**config.mk**
```make
export PLATFORM = sky130hd
export DESIGN_NAME = mem_bus_responder
export DESIGN_NICKNAME = d
export VERILOG_FILES = /design/src/rtl/mem_bus_responder_pkg.sv /design/src/rtl/tx_byte_fifo.sv /design/src/rtl/mem_bus_responder.sv
export SDC_FILE = /design/constraint.sdc
export NUM_CORES = 1
export LEC_CHECK = 0
export CAP_MARGIN = 10
export CORE_MARGIN = 5
export CORE_UTILIZATION = 56
export CTS_BUF_LIST = sky130_fd_sc_hd__clkbuf_8
export DETAILED_ROUTE_END_ITERATION = 7
export HOLD_SLACK_MARGIN = 0.06
export PLACE_DENSITY = 0.82
export SYNTH_ARGS = -nofsm -noshare
export SYNTH_HDL_FRONTEND = slang
export SYNTH_HIERARCHICAL = 1
export SYNTH_SLANG_ARGS = --single-unit
```
**constraint.sdc**
```tcl
create_clock -name clk_in -period 4.45 [get_ports clk_in]
set_input_delay 0.6675 -clock clk_in [delete_from_list [all_inputs] [get_ports clk_in]]
set_output_delay 0.6675 -clock clk_in [all_outputs]
set_load 0.02 [all_outputs]
```
**src/rtl/mem_bus_responder_pkg.sv**
```systemverilog
// Shared constants and types for the CPU memory-bus responder: I/O window select,
// I/O port offsets, the stop marker byte and the read-source / port decode helper.
package mem_bus_responder_pkg;

  localparam logic [1:0] IO_SEL       = 2'b11;
  localparam logic [2:0] IO_PORT_UART = 3'h0;
  localparam logic [2:0] IO_PORT_CLK  = 3'h4;
  localparam logic [7:0] STOP_BYTE    = 8'h00;

  typedef enum logic {
    SRC_RAM = 1'b0,
    SRC_IO  = 1'b1
  } rd_src_e;

  typedef enum logic [1:0] {
    PORT_NONE = 2'd0,
    PORT_UART = 2'd1,
    PORT_CLK  = 2'd2
  } io_port_e;

  // Only the low 8 bytes of the window are populated; the clock port spans 4 bytes.
  function automatic io_port_e decode_port(input logic [15:0] off);
    if (off[15:3] != '0)
      return PORT_NONE;
    else if (off[2:0] == IO_PORT_UART)
      return PORT_UART;
    else if (off[2] == IO_PORT_CLK[2])
      return PORT_CLK;
    else
      return PORT_NONE;
  endfunction

endpackage

```
**src/rtl/tx_byte_fifo.sv**
```systemverilog
// Byte FIFO feeding the UART transmitter; head is visible combinationally (0-cycle).
// A push into a full FIFO is dropped unless a pop frees a slot in the same cycle.
module tx_byte_fifo #(
  parameter int DEPTH = 8
) (
  input  logic                       clk,
  input  logic                       rst,
  input  logic                       push,
  input  logic [7:0]                 push_data,
  input  logic                       pop,
  output logic [7:0]                 pop_data,
  output logic                       full,
  output logic                       empty,
  output logic [$clog2(DEPTH):0]     count,
  output logic [$clog2(DEPTH):0]     count_next,
  output logic                       push_drop
);

  localparam int AW = $clog2(DEPTH);

  logic [AW:0] wptr;
  logic [AW:0] rptr;
  logic [7:0]  mem [DEPTH];
  logic        pop_ok;
  logic        push_ok;

  assign empty = (wptr == rptr);
  assign full  = (wptr[AW] != rptr[AW]) && (wptr[AW-1:0] == rptr[AW-1:0]);
  assign count = wptr - rptr;

  assign pop_ok    = pop & ~empty;
  assign push_ok   = push & (~full | pop_ok);
  assign push_drop = push & ~push_ok;

  assign count_next = count + {{AW{1'b0}}, push_ok} - {{AW{1'b0}}, pop_ok};

  // Head reads as zero when empty so the output is clean straight out of reset.
  assign pop_data = empty ? 8'h00 : mem[rptr[AW-1:0]];

  always_ff @(posedge clk or posedge rst) begin
    if (rst) begin
      wptr <= '0;
      rptr <= '0;
    end else begin
      if (push_ok) wptr <= wptr + 1'b1;
      if (pop_ok)  rptr <= rptr + 1'b1;
    end
  end

  always_ff @(posedge clk) begin
    if (push_ok) mem[wptr[AW-1:0]] <= push_data;
  end

endmodule

```
**src/rtl/mem_bus_responder.sv**
```systemverilog
// Board-side responder for the byte-wide CPU bus: RAM pass-through plus I/O window.
// Read data 1 cycle after request; io_buffer_full throttles the CPU before the TX FIFO fills.
module mem_bus_responder
  import mem_bus_responder_pkg::*;
#(
  parameter int RAM_AW      = 17,
  parameter int TX_DEPTH    = 8,
  parameter int FULL_MARGIN = 2
) (
  input  logic              clk_in,
  input  logic              rst_in,
  input  logic              rdy_in,
  input  logic [31:0]       bus_a,
  input  logic              bus_wr,
  input  logic [7:0]        bus_wdata,
  output logic [7:0]        bus_rdata,
  output logic              io_buffer_full,
  output logic [RAM_AW-1:0] ram_a,
  output logic              ram_we,
  output logic [7:0]        ram_wdata,
  input  logic [7:0]        ram_rdata,
  output logic [7:0]        tx_data,
  output logic              tx_valid,
  input  logic              tx_ready,
  input  logic [7:0]        rx_data,
  input  logic              rx_valid,
  output logic              rx_pop,
  output logic              program_stop,
  output logic              tx_overflow
);

  localparam int CW = $clog2(TX_DEPTH) + 1;

  logic        io;
  io_port_e    port;
  logic        rd_req;
  logic        wr_io;
  logic        rd_uart;
  logic        rd_clk;
  logic        is_stop;
  logic        push;
  logic [7:0]  push_data;
  logic [7:0]  io_byte;

  logic        rd_vld_q;
  rd_src_e     rd_src_q;
  logic [7:0]  io_byte_q;
  logic [7:0]  rdata_hold;
  logic [31:0] cyc_cnt;
  logic [31:0] snapshot;
  logic        stop_pending;

  logic          fifo_full;
  logic          fifo_empty;
  logic [CW-1:0] fifo_cnt;
  logic [CW-1:0] fifo_cnt_next;
  logic          fifo_drop;
  logic          unused_addr_bits;

  assign unused_addr_bits = ^{bus_a[31:18], fifo_full, fifo_cnt};

  assign io   = (bus_a[17:16] == IO_SEL);
  assign port = decode_port(bus_a[15:0]);

  assign ram_a     = bus_a[RAM_AW-1:0];
  assign ram_wdata = bus_wdata;
  assign ram_we    = rdy_in & bus_wr & ~io;

  assign rd_req  = rdy_in & ~bus_wr;
  assign wr_io   = rdy_in & bus_wr & io;
  assign rd_uart = rd_req & io & (port == PORT_UART);
  assign rd_clk  = rd_req & io & (port == PORT_CLK);
  assign is_stop = (port == PORT_CLK) && (bus_a[1:0] == 2'b00);

  // A zero byte to the UART port is filtered; the stop write always enqueues its marker.
  assign push      = wr_io & (((port == PORT_UART) && (bus_wdata != STOP_BYTE)) || is_stop);
  assign push_data = is_stop ? STOP_BYTE : bus_wdata;

  // Offset 0 of the clock port returns the live count; it is also what gets snapshotted.
  always_comb begin
    io_byte = 8'h00;
    if (rd_uart) begin
      io_byte = rx_valid ? rx_data : 8'h00;
    end else if (rd_clk) begin
      if (bus_a[1:0] == 2'b00)
        io_byte = cyc_cnt[7:0];
      else
        io_byte = snapshot[{bus_a[1:0], 3'b000} +: 8];
    end
  end

  assign bus_rdata = rd_vld_q ? ((rd_src_q == SRC_RAM) ? ram_rdata : io_byte_q) : rdata_hold;

  always_ff @(posedge clk_in or posedge rst_in) begin
    if (rst_in) begin
      rd_vld_q       <= 1'b0;
      rd_src_q       <= SRC_RAM;
      io_byte_q      <= 8'h00;
      rdata_hold     <= 8'h00;
      rx_pop         <= 1'b0;
      cyc_cnt        <= 32'd0;
      snapshot       <= 32'd0;
      stop_pending   <= 1'b0;
      program_stop   <= 1'b0;
      tx_overflow    <= 1'b0;
      io_buffer_full <= 1'b0;
    end else begin
      rd_vld_q   <= rd_req;
      rdata_hold <= bus_rdata;
      if (rd_req) begin
        rd_src_q  <= io ? SRC_IO : SRC_RAM;
        io_byte_q <= io_byte;
      end
      rx_pop <= rd_uart & rx_valid;
      if (rdy_in) cyc_cnt <= cyc_cnt + 32'd1;
      if (rd_clk && (bus_a[1:0] == 2'b00)) snapshot <= cyc_cnt;
      if (wr_io && is_stop) stop_pending <= 1'b1;
      if (stop_pending && fifo_empty) program_stop <= 1'b1;
      if (fifo_drop) tx_overflow <= 1'b1;
      io_buffer_full <= (TX_DEPTH - int'(fifo_cnt_next)) <= FULL_MARGIN;
    end
  end

  tx_byte_fifo #(
    .DEPTH (TX_DEPTH)
  ) u_tx_fifo (
    .clk        (clk_in),
    .rst        (rst_in),
    .push       (push),
    .push_data  (push_data),
    .pop        (tx_ready),
    .pop_data   (tx_data),
    .full       (fifo_full),
    .empty      (fifo_empty),
    .count      (fifo_cnt),
    .count_next (fifo_cnt_next),
    .push_drop  (fifo_drop)
  );

  assign tx_valid = ~fifo_empty;

endmodule
```
# Word-level counts from Yosys, hierarchy flattened
# Memory sizes are Yosys's and may differ from the RTL's.
# Cells that the tools add are included.
[classes] reduce_logical=11 mux=14 shifts=1 order_cmp=1 add_sub_neg=7 n_bitwise=18 eq_ne=6
[op_table] operator="$mux W8" n=8
[op_table] operator="$add A32 B1 Y32 const B" n=1
[op_table] operator="$shiftx A32 B6 Y8" n=1
[op_table] operator="$reduce_bool A13 Y1" n=1
[op_table] operator="$and A1 B1 Y1" n=12
[op_table] operator="$add A4 B1 Y4 const B" n=2
[op_table] operator="$reduce_bool A8 Y1" n=1
[op_table] operator="$logic_and A1 B1 Y1" n=6
[op_table] operator="$mux W2" n=3
[op_table] operator="$le A5 B3 Y1 const B" n=1
[op_table] operator="$not A1 Y1" n=5
[op_table] operator="$sub A4 B4 Y5 const A" n=1
[op_table] operator="$add A4 B1 Y4" n=1
[op_table] operator="$eq A2 B2 Y1 const B" n=2
[op_table] operator="$eq A4 B4 Y1" n=1
[op_table] operator="$sub A4 B1 Y4" n=1
[op_table] operator="$sub A4 B4 Y4" n=1
[op_table] operator="$eq A3 B3 Y1" n=1
[op_table] operator="$logic_not A3 Y1" n=1
[op_table] operator="$mux W1" n=3
[op_table] operator="$eq A2 B1 Y1 const B" n=1
[op_table] operator="$logic_not A2 Y1" n=1
[op_table] operator="$logic_or A1 B1 Y1" n=1
[op_table] operator="$ne A1 B1 Y1" n=1
[op_table] operator="$or A1 B1 Y1" n=1
[totals] memories=1 output_inout_bits=47 ram_bits=64 input_bits=62 reg_bits=95 word_cells=72
[memory_table] name="u_tx_fifo.mem" words=8 word_bits=8 read_ports=1 rd_ports_with_merged_regs=0 wr=1 line_no="tx_byte_fifo.sv:23" rtl="logic [7:0] mem [DEPTH];"

# Depth between registers and ports, before layout
# Gate-level depths: netlist (run 1).
[logic_depth] ltp_word=12 ltp_mapped=19 ltp_nobuf=16

# Hierarchy
# The synthesis (run 1) kept the hierarchy.
[modules_own_cells] module="mem_bus_responder" area_each_um2=4060.1 cells_per_inst=360 seq_area_each_um2=1976.9 n_inst=1
[modules_own_cells] module="tx_byte_fifo" area_each_um2=3196.8 cells_per_inst=209 seq_area_each_um2=2122.0 n_inst=1

# Worst setup path before layout (run 1)
# No wires, ideal clock.
[synth_path] kind="register to register" from="register u_tx_fifo.rptr[1]" to="register io_buffer_full" arrival_ps=3315 path_stages_with_launch=20 required_ps=4312 path_slack_ps=997 setup_ps=138 synth_period_minus_slack_ps=3453 path_buffers=3 cell_sequence="dfrtp_1 -> buf_4 -> buf_6 -> buf_4 -> inv_1 -> ha_1 -> nand3_1 -> nand2b_1 -> nand2_1 -> mux2i_1 -> ha_1 -> inv_1 -> fa_1 -> inv_1 -> inv_1 -> ha_1 -> nor2b_1 -> o21ai_0 -> nand2_1 -> o221ai_1"
[synth_via] elab_chain_cells=9 word_cells_on_any_way=13 cone_classes="add/sub: 4; order compare: 1; eq/ne: 2; bitwise: 5; reduce/logical: 1"
[synth_rtl] item="start: declaration" line_no="tx_byte_fifo.sv:22" rtl="logic [AW:0] rptr;"
[synth_rtl] item="start signal: assignment" line_no="tx_byte_fifo.sv:46" rtl="if (pop_ok) rptr <= rptr + 1'b1;"
[synth_rtl] item="$eq A4 B4 Y1 / $eq A3 B3 Y1 (equally long branches)" line_no="tx_byte_fifo.sv:27, tx_byte_fifo.sv:28"
[synth_rtl] item="$not A1 Y1 / $logic_and A1 B1 Y1 (equally long branches)" line_no="tx_byte_fifo.sv:31, tx_byte_fifo.sv:28"
[synth_rtl] item="$and A1 B1 Y1 / $not A1 Y1 (equally long branches)" line_no="tx_byte_fifo.sv:31, tx_byte_fifo.sv:32"
[synth_rtl] item="$or A1 B1 Y1" line_no="tx_byte_fifo.sv:32" rtl="assign push_ok = push & (~full | pop_ok);"
[synth_rtl] item="$and A1 B1 Y1" line_no="tx_byte_fifo.sv:32"
[synth_rtl] item="$add A4 B1 Y4" line_no="tx_byte_fifo.sv:35" rtl="assign count_next = count + {{AW{1'b0}}, push_ok} - {{AW{1'b0}}, pop_ok};"
[synth_rtl] item="$sub A4 B1 Y4 (*)" line_no="tx_byte_fifo.sv:35"
[synth_rtl] item="named net fifo_cnt_next[1]" line_no="mem_bus_responder.sv:56" rtl="logic [CW-1:0] fifo_cnt_next;"
[synth_rtl] item="$sub A4 B4 Y5 (*)" line_no="mem_bus_responder.sv:120" rtl="io_buffer_full <= (TX_DEPTH - int'(fifo_cnt_next)) <= FULL_MARGIN;"
[synth_rtl] item="$le A5 B3 Y1 (*)" line_no="mem_bus_responder.sv:120"
[synth_rtl] item="end signal: assignment" line_no="mem_bus_responder.sv:106" rtl="io_buffer_full <= 1'b0;"
[synth_rtl] item="end signal: assignment" line_no="mem_bus_responder.sv:120"
[synth_rtl] item="end: declaration" line_no="mem_bus_responder.sv:17" rtl="output logic io_buffer_full,"
# Mark *: on every way through the listed nets, which the timed path passes. The rest lies on a longest branch.
# A chain may end at the register's enable or synchronous reset.

# Final worst setup path (run 1)
[layout_path] from="register u_tx_fifo.wptr[0]" to="output port tx_data[5]"
[layout_via] elab_chain_cells=2
[layout_rtl] item="start: declaration" line_no="tx_byte_fifo.sv:21" rtl="logic [AW:0] wptr;"
[layout_rtl] item="start signal: assignment" line_no="tx_byte_fifo.sv:45" rtl="if (push_ok) wptr <= wptr + 1'b1;"
[layout_rtl] item="$eq A4 B4 Y1" line_no="tx_byte_fifo.sv:27" rtl="assign empty = (wptr == rptr);"
[layout_rtl] item="$mux W8" line_no="tx_byte_fifo.sv:38" rtl="assign pop_data = empty ? 8'h00 : mem[rptr[AW-1:0]];"
[layout_rtl] item="end: declaration" line_no="mem_bus_responder.sv:22" rtl="output logic [7:0] tx_data,"
# Every way passes these cells.

==> impl_metrics.py, run 1 <==
metrics = {
    "global_route": {
        "use_met3": 0.05313,
        "grtUsageTotal": 0.2113,
        "grt_max_degree": 57,
        "grt_pass1_vias": 4808,
        "antenna_found_initial": 0,
        "grt_pass1_wl_um": 24500,
        "grt-busiest-layer": "met2",
        "grt_use_met1": 0.2654,
        "gr-total-overflow": 0,
        "gr-usage-met2": 0.3572,
    },
    "timing": {
        "worst_slack_ps": 680.2,
        "period_share": 0.8471,
        "rsz0062_at_grt": "no",
        "tightest_slew_ps": 742.8,
        "max_freq_mhz": 265.3,
        "min_period_ps": 3770,
        "fin_skew_ps": 12.92,
        "slew_headroom": 0.5036,
        "finalHoldViolations": 0,
        "finalMaxSlewViolations": 0,
        "tns_ps": 0,
        "finalSetupViolCount": 0,
    },
    "floorplan": {
        "die_w_um": 123.8,
        "boundaryPins": 109,
        "dieArea_sq_mm": 0.01533,
        "core_sq_mm": 0.01267,
        "die_y_um": 123.8,
        "rows": 41,
        "start_util": 0.5724,
    },
    "clock_tree": {
        "post_cts_buffers": 0,
        "htree_levels": 4,
        "cts_resized": 0,
        "numCtsBuffers": 17,
        "clk_path_buf_depth": 2,
        "cts-root-buf": "clkbuf_8",
        "clk_pin_slew_ps": 80,
        "cts_tree": "yes",
        "clock_latency_ps": 460,
        "postCtsHoldBufs": 0,
        "clkSinkCount": 151,
    },
    "detailed_routing": {
        "dr.pass1.iters": 7,
        "wl_um": 15180,
        "viasPerCell": 5.665,
        "vias": 4696,
        "drc": 0,
        "routedWlPerCell_um": 18.31,
        "ant_nets": 0,
        "drtIter0Drc": 309,
    },
    "logic_synthesis": {
        "yosys_warnings": 6,
        "netlist_area_sq_mm": 0.007253,
        "synthCells": 568,
        "postSynthAreaPerCell_sq_um": 12.77,
        "syn_nets": 643,
    },
    "power": {
        "p_total_w": 0.004151,
        "power_density_mw_per_mm2": 482.3,
        "vdd_drop_max_v": 0.0003554,
        "p_leak_nw": 3.620,
    },
    "min_path": {
        "holdCritPathClass": "reg -> reg",
    },
    "placement": {
        "portBuffers": 94,
        "dp.cells": 797,
        "gp_congestion": 0.8128,
        "place_ws_ps": 255.3,
        "hpwl_um": 10900,
    },
    "final_layout": {
        "stdcell_count": 829,
        "n_antenna_cell": 0,
        "drive_gt1_frac": 0.1324,
        "fill_cells": 885,
        "final_cell_mix": "94 x clkdlybuf4s50_1, 86 x dfrtp_1, 64 x edfxtp_1",
        "final_common_cell": "clkdlybuf4s50_1",
        "area_growth_pct": 18.65,
        "post-route-util": 0.6792,
        "nets": 719,
    },
    "worst_setup_path": {
        "crit_path_max_fanout": 12,
        "required_ps": 3780,
        "cp.arrival_ps": 3100,
        "worstSetupEndpointType": "output port",
        "crit_path_start_kind": "flop",
        "crit_type": "reg -> out",
    },
    "run": {
        "drv_cap": 0,
    },
    "outcome": {
        "status": "completed",
    },
}
-- routing by layer --
| metal | routed length [um] | up-vias |
|---|---|---|
| li1 | - | 2193 |
| met1 | 6158 | 2343 |
| met2 | 7971 | 128 |
| met3 | 719 | 32 |
| met4 | 335 | 0 |
| met5 | 0 | - |
-- where the power goes --
part           switching, W  total [W]  internal [W]  leakage (nW)
sequential        0.0000843    0.00161       0.00152          1.71
combinational      0.000775    0.00145      0.000671          1.70
clock              0.000524    0.00110      0.000574         0.212
-- registers in the layout, summed over array words and instances, names as in the netlist, 4 cells and up --
name            count
cyc_cnt            32
io_byte_q           8
rdata_hold          8
snapshot           24
u_tx_fifo/mem      64
u_tx_fifo/rptr      4
u_tx_fifo/wptr      4
-- final timing paths --
check	from	endpoint	slack (ps)	cells past startpoint
max reg2reg	u_tx_fifo/wptr[0]$_DFFE_PP0P_	io_buffer_full$_DFF_PP0_	810	16
min reg2reg	tx_overflow$_DFFE_PP0P_	tx_overflow$_DFFE_PP0P_	480	1
max in group asynchronous	rst_in	io_byte_q[6]$_DFFE_PP0P_	2810	3
min in group asynchronous	rst_in	u_tx_fifo/wptr[1]$_DFFE_PP0P_	510	2
max	u_tx_fifo/wptr[0]$_DFFE_PP0P_	tx_data[5]	680	7
min	tx_overflow$_DFFE_PP0P_	tx_overflow$_DFFE_PP0P_	480	1
-- metrics by stage --
step	hold WS, ps	instance area (sq um)
after floorplan	436.5	7253
after CTS	481.9	8606
final	480.2	8606
after global placement	450.3	8185
after global routing	495.6	8606
after detailed placement	447.2	8185
-- layout make-up --
cell class / count / area (sq um) / share of cell area
Timing Repair Buffer: 110 / 1061 / 0.1233
Tap cell: 172 / 215.2 / 0.02501
Clock inverter: 14 / 172.7 / 0.02006
Sequential cell: 151 / 4100 / 0.4764
Multi-Input combinational cell: 333 / 2693 / 0.3129
Clock buffer: 18 / 247.7 / 0.02879
Inverter: 31 / 116.4 / 0.01352
-- critical path: stages (launching register included) --
cell and delay, ps:
dfrtp_1 510, inv_1 100, ha_1 320, nand3_1 200
nand2b_1 430, nand2_1 120, a221oi_1 300, clkdlybuf4s50_1 670
No activity file was read; power rests on OpenSTA's default activity.
==> run 2, diff against run 1 <==
--- a/config.mk
+++ b/config.mk
@@ -7,11 +7,11 @@
 export LEC_CHECK = 0
 export CAP_MARGIN = 10
 export CORE_MARGIN = 5
-export CORE_UTILIZATION = 56
+export CORE_UTILIZATION = 51
 export CTS_BUF_LIST = sky130_fd_sc_hd__clkbuf_8
 export DETAILED_ROUTE_END_ITERATION = 7
 export HOLD_SLACK_MARGIN = 0.06
-export PLACE_DENSITY = 0.82
+export PLACE_DENSITY = 0.79
 export SYNTH_ARGS = -nofsm -noshare
 export SYNTH_HDL_FRONTEND = slang
 export SYNTH_HIERARCHICAL = 1
==> constraint.sdc (replaced) <==
create_clock -name clk_in -period 3.1 [get_ports clk_in]
set_input_delay 0.465 -clock clk_in [delete_from_list [all_inputs] [get_ports clk_in]]
set_output_delay 0.465 -clock clk_in [all_outputs]
set_load 0.02 [all_outputs]
==> impl_metrics.py, run 2 (synthesized netlist as in run 1, its figures left out) <==
metrics = {
    "outcome": {
        "status": "completed",
    },
    "detailed_routing": {
        "routedWlPerCell_um": 20.13,
        "wl_um": 17680,
        "ant_nets": 0,
        "vias": 5036,
        "dr.pass1.iters": 4,
        "viasPerCell": 5.736,
        "drtIter0Drc": 383,
        "drc": 0,
    },
    "power": {
        "power_density_mw_per_mm2": 724.5,
        "p_leak_nw": 4.057,
        "vdd_drop_max_v": 0.0003711,
    },
    "global_route": {
        "grt_max_degree": 36,
        "grtUsageTotal": 0.2188,
        "antenna_found_initial": 0,
        "grt_pass1_wl_um": 27750,
        "grt_pass1_vias": 5335,
        "gr-total-overflow": 0,
    },
    "final_layout": {
        "post-route-util": 0.6588,
        "drive_gt1_frac": 0.2221,
        "nets": 760,
        "final_cell_mix": "86 x dfrtp_1, 64 x edfxtp_1, 63 x clkdlybuf4s50_1",
        "largest_register_ffs": 64,
        "n_antenna_cell": 0,
        "final_common_cell": "dfrtp_1",
        "fill_cells": 979,
        "area_growth_pct": 26.57,
    },
    "floorplan": {
        "rows": 43,
        "core_sq_mm": 0.01393,
        "dieArea_sq_mm": 0.01671,
        "boundaryPins": 109,
        "start_util": 0.5205,
        "die_y_um": 129.3,
        "die_w_um": 129.3,
    },
    "worst_setup_path": {
        "r2r_start": "u_tx_fifo/wptr[2]$_DFFE_PP0P_",
        "cp_num_buf_inv": 5,
        "r2r-end": "io_buffer_full$_DFF_PP0_",
        "r2r_slack_ps": 150,
        "crit_path_cell_trace": "clkdlybuf4s50_1, nor2_2, nand3_4, nor4_4, buf_4, nand2b_4, mux2i_1, ha_2, inv_2, fa_1, inv_2, inv_1, ha_1, nor2b_4, o21ai_2, nand2_1, o221ai_2",
        "required_ps": 3450,
        "crit_path_max_fanout": 3,
        "slowest_stage": "fa_1",
        "cp.arrival_ps": 3370,
        "crit_family": "adder cells",
        "crit_path_start_kind": "input pin",
        "crit_type": "in -> reg",
        "crit_path_max_incr_delay_ps": 470,
        "cp_common_cell": "inv_2",
        "worstSetupEndpointType": "flop",
        "worstRegToRegCells": 15,
    },
    "timing": {
        "period_share": 0.9753,
        "tns_ps": 0,
        "tightest_slew_ps": 794.4,
        "holdWs_ps": 321.1,
        "finalHoldViolations": 0,
        "max_freq_mhz": 330.7,
        "finalMaxSlewViolations": 0,
        "finalSetupViolCount": 0,
        "fin_skew_ps": 12.72,
        "slew_headroom": 0.4696,
        "min_period_ps": 3024,
    },
    "clock_tree": {
        "numCtsBuffers": 17,
        "cts_tree": "yes",
        "htree_levels": 4,
        "clk_path_buf_depth": 2,
        "clkSinkCount": 151,
        "clk_pin_slew_ps": 80,
        "cts-root-buf": "clkbuf_8",
        "postCtsHoldBufs": 0,
        "clock_latency_ps": 470,
    },
    "placement": {
        "portBuffers": 94,
        "hpwl_um": 12660,
        "gp_congestion": 0.9711,
    },
    "min_path": {
        "holdCritPathClass": "in -> async",
    },
    "run": {
        "drv_cap": 0,
    },
}
run 2: cell types whose count changed in the layout (fill, tap and decap cells not counted), sizes merged:
cell,change
buf,+41
bufinv,+2
clkbuf,+4
clkdlybuf4s50,-31
clkinv,-5
dlygate4sd2,+12
dlymetal6s2s,+16
inv,+2
run 2: final cells by class:
| type | instances | area [sq um] | area share |
|---|---|---|---|
| Clock inverter | 13 | 216.5 | 0.02358 |
| Clock buffer | 19 | 261.5 | 0.02849 |
| Timing Repair Buffer | 151 | 1408 | 0.1533 |
| Tap cell | 180 | 225.2 | 0.02453 |
| Multi-Input combinational cell | 333 | 2848 | 0.3102 |
| Sequential cell | 151 | 4100 | 0.4466 |
| Inverter | 31 | 121.4 | 0.01322 |
run 2: worst reg2reg max path, stage by stage (launching register included):
cell,delay (ps)
dfrtp_1,440
ha_4,330
nand3_4,100
nand2b_4,160
nand2_4,110
mux2i_1,210
ha_2,200
inv_2,40
fa_1,470
inv_2,90
inv_1,40
ha_1,270
nor2b_4,160
o21ai_2,60
nand2_1,80
o221ai_2,80
run 2: timing repair:
item,in CTS,in global routing
setup endpoints to repair,9,1
pin swaps,7,14
gates cloned,0,0
resized for setup,19,37
setup buffers,2,3
run 2: power breakdown:
part           total (W)  internal, W  switching (W)
sequential       0.00230      0.00218       0.000113
combinational    0.00256      0.00119        0.00136
clock            0.00179      0.00102       0.000780
run 2: per-stage QoR:
step / setup slack [ps] / power [W] / std cells / instance area, sq um
after floorplan: -49.84 / 0.003950 / 568 / 7337
after global placement: -547.7 / 0.004489 / 841 / 8546
after detailed placement: -709.9 / 0.004629 / 841 / 8546
after CTS: -18.16 / 0.006341 / 875 / 9044
after global routing: -14.35 / 0.006994 / 878 / 9180
final: 76.45 / 0.006651 / 878 / 9180
run 2: how the worst max path moves through the flow:
stage                                        startpoint                        to  slack [ps]  cells after the start
after floorplan           u_tx_fifo/rptr[1]$_DFFE_PP0N_  io_buffer_full$_DFF_PP0_         -50                     19
after global placement                         bus_a[5]  io_buffer_full$_DFF_PP0_        -550                     18
after detailed placement                       bus_a[4]  io_buffer_full$_DFF_PP0_        -710                     18
after CTS                                  bus_wdata[7]  io_buffer_full$_DFF_PP0_         -20                     19
after global routing                          bus_a[13]  io_buffer_full$_DFF_PP0_         -10                     17
final                                         bus_a[13]  io_buffer_full$_DFF_PP0_          80                     17
run 2: per-layer routing:
layer | vias to the layer above | track usage | share of wire
li1 | 2263 | - | -
met1 | 2591 | 0.2590 | 0.39
met2 | 150 | 0.3942 | 0.54
met3 | 32 | 0.04823 | 0.052
met4 | 0 | 0.07474 | 0.022
met5 | - | 0 | 0
==> run 3, diff against run 2 <==
--- a/config.mk
+++ b/config.mk
@@ -7,12 +7,11 @@
 export LEC_CHECK = 0
 export CAP_MARGIN = 10
 export CORE_MARGIN = 5
-export CORE_UTILIZATION = 51
+export CORE_UTILIZATION = 50
 export CTS_BUF_LIST = sky130_fd_sc_hd__clkbuf_8
 export DETAILED_ROUTE_END_ITERATION = 7
 export HOLD_SLACK_MARGIN = 0.06
-export PLACE_DENSITY = 0.79
+export PLACE_DENSITY = 0.78
 export SYNTH_ARGS = -nofsm -noshare
 export SYNTH_HDL_FRONTEND = slang
-export SYNTH_HIERARCHICAL = 1
 export SYNTH_SLANG_ARGS = --single-unit
==> impl_metrics.py, run 3 <==
metrics = {
    "outcome": {
        "status": "finished with violations",
        "violations": "negative setup slack",
    },
    "logic_synthesis": {
        "syn_nets": 558,
        "synth.top_cells.by_count": "87 x dfrtp_1, 64 x edfxtp_1, 36 x xnor2_1",
        "synthCells": 485,
        "synth_area_leaders": "dfrtp_1 31%, edfxtp_1 28%, mux4_2 7.8%",
        "synth_edf_count": 64,
        "yosys_warnings": 0,
        "post-synth-top-count-cell": "dfrtp_1",
        "synth.largest_area_cell": "dfrtp_1",
        "netlist_area_sq_mm": 0.006945,
        "synth_flop_cell": "dfrtp_1",
        "ys_ff_latch": 151,
        "async_reset_ff_frac": 0.5762,
        "synth_cell_type_count": 52,
        "yosys.area.top_type_share": 0.3135,
        "postSynthAreaPerCell_sq_um": 14.32,
        "yosysSeqAreaShare": 0.5902,
    },
    "final_layout": {
        "n_antenna_cell": 0,
        "area_growth_pct": 25.13,
        "post-route-util": 0.6310,
        "largest_register_ffs": 64,
        "stdcell_count": 801,
        "nets": 681,
        "final_common_cell": "dfrtp_1",
        "final_cell_mix": "87 x dfrtp_1, 80 x clkdlybuf4s50_1, 64 x edfxtp_1",
        "drive_gt1_frac": 0.2738,
    },
    "min_path": {
        "holdCritPathClass": "in -> async",
    },
    "timing": {
        "max_freq_mhz": 280.7,
        "rsz0062_at_grt": "yes",
        "finalMaxSlewViolations": 0,
        "slew_headroom": 0.4974,
        "tightest_slew_ps": 753.0,
        "min_period_ps": 3562,
        "period_share": 1.149,
        "worst_slack_ps": -462.2,
        "fin_skew_ps": 11.29,
        "finalHoldViolations": 0,
        "finalSetupViolCount": 1,
    },
    "worst_setup_path": {
        "cp.arrival_ps": 3890,
        "crit_path_max_fanout": 2,
        "worstSetupEndpointType": "flop",
        "crit_type": "in -> reg",
        "required_ps": 3430,
        "crit_path_start_kind": "input pin",
    },
    "global_route": {
        "grt_max_degree": 43,
        "grt_pass1_wl_um": 24920,
        "antenna_found_initial": 0,
        "gr-total-overflow": 0,
        "grt_pass1_vias": 4687,
        "grtUsageTotal": 0.1982,
    },
    "power": {
        "swShare": 0.3148,
        "vdd_drop_max_v": 0.0003252,
        "pwr-share-seq": 0.396,
        "power.switching_w": 0.001818,
        "power_density_mw_per_mm2": 664.6,
        "p_leak_nw": 3.536,
        "p_int_w": 0.003958,
        "clkPwrFrac": 0.245,
        "comb_power_share": 0.360,
    },
    "detailed_routing": {
        "drc": 0,
        "routedWlPerCell_um": 18.89,
        "dr.pass1.iters": 4,
        "drtIter0Drc": 259,
        "ant_nets": 0,
        "wl_um": 15130,
        "vias": 4308,
        "viasPerCell": 5.378,
    },
    "clock_tree": {
        "postCtsHoldBufs": 0,
        "clk_path_buf_depth": 2,
        "numCtsBuffers": 17,
        "clkSinkCount": 151,
        "clk_pin_slew_ps": 80,
        "htree_levels": 4,
        "clock_latency_ps": 440,
        "cts-root-buf": "clkbuf_8",
        "cts_tree": "yes",
    },
    "floorplan": {
        "start_util": 0.5043,
        "die_w_um": 127.9,
        "boundaryPins": 109,
        "rows": 43,
        "core_sq_mm": 0.01377,
        "die_y_um": 127.9,
        "dieArea_sq_mm": 0.01635,
    },
    "placement": {
        "hpwl_um": 10980,
        "dp.cells": 764,
        "portBuffers": 94,
        "gp_congestion": 0.8407,
    },
    "run": {
        "drv_cap": 0,
    },
}
[run 3: per-layer routing]
metal  vias to the layer above  wire (um)  global-route usage
met2                        99       8326              0.3530
met4                         0        285             0.06679
li1                       1987          -                   -
met1                      2199       6013              0.2369
met3                        23        506             0.04583
met5                         -          0                   0
[run 3: cell type report]
class | instances | area, sq um
Fill cell | 1059 | 5082
Timing Repair Buffer | 151 | 1365
Clock buffer | 17 | 234.0
Tap cell | 180 | 225.2
Multi-Input combinational cell | 271 | 2567
Sequential cell | 151 | 4099
Inverter | 16 | 63.81
Clock inverter | 15 | 136.4
[run 3: logic make-up (layout without fill, tap and decap cells)]
family | count (synthesis) | after routing | synth area share
AO/OA/AOI/OAI | 25 | 25 | 0.02630
XOR/XNOR | 43 | 43 | 0.05422
adder cells (fa/ha/maj) | 11 | 11 | 0.02306
buffers and inverters | 63 | 199 | 0.05296
flip-flops | 151 | 151 | 0.5902
multiplexers | 67 | 67 | 0.1452
AND/OR/NAND/NOR | 125 | 125 | 0.1081
[run 3: what timing repair did]
action	in CTS	in global routing
pin swaps	18	1
buffers inserted	5	0
setup endpoints to repair	1	7
gates resized for setup	48	2
gates cloned	0	0
endpoints found under the hold margin	0	0
[run 3: power by group through the flow]
| stage | combinational, W | clock, W | sequential, W |
|---|---|---|---|
| global placement | 0.00181 | 0 | 0.00232 |
| CTS | 0.00210 | 0.00145 | 0.00228 |
| global route | 0.00227 | 0.00154 | 0.00230 |
| detailed placement | 0.00192 | 0 | 0.00232 |
| floorplan | 0.00125 | 0 | 0.00230 |
| finish | 0.00208 | 0.00141 | 0.00229 |
[run 3: path summary, 6_finish.rpt]
path / startpoint / end / slack (ps) / cells after the start
worst max-delay path: bus_wdata[1] / io_buffer_full$_DFF_PP0_ / -460 / 20
worst min-delay path: rst_in / rdata_hold[0]$_DFF_PP0_ / 460 / 2
worst max register to register: u_tx_fifo.rptr[2]$_DFFE_PP0P_ / io_buffer_full$_DFF_PP0_ / -400 / 18
worst min register to register: cyc_cnt[17]$_DFFE_PP0P_ / cyc_cnt[17]$_DFFE_PP0P_ / 490 / 1
max in group asynchronous: rst_in / rdata_hold[5]$_DFF_PP0_ / 1920 / 3
min in group clk_in: cyc_cnt[17]$_DFFE_PP0P_ / cyc_cnt[17]$_DFFE_PP0P_ / 490 / 1
[run 3: worst max-delay path, cell delays in order]
cell and delay [ps]:
clkdlybuf4s15_1 180, or3_4 400, nor4_4 270, buf_4 180
nor3b_4 50, nand3_4 70, inv_4 40, fa_2 320
inv_2 60, fa_1 400, inv_1 80, ha_2 170
inv_2 30, fa_2 320, xor2_1 170, xnor2_1 130
xnor2_1 150, buf_4 150, a31oi_4 130, o22ai_1 90
[run 3: stage by stage]
step	cell area [sq um]	setup WS (ps)	total power (W)	setup TNS, ps	hold WS (ps)
floorplan	6963	-776.3	0.003548	-776.3	428.5
detailed placement	8240	-1498	0.004241	-1498	480.3
global route	8691	-564.8	0.006111	-578.2	510.8
global placement	8240	-1302	0.004130	-1302	462.9
finish	8691	-462.2	0.005776	-462.2	463.3
CTS	8685	-426.8	0.005831	-426.8	473.3
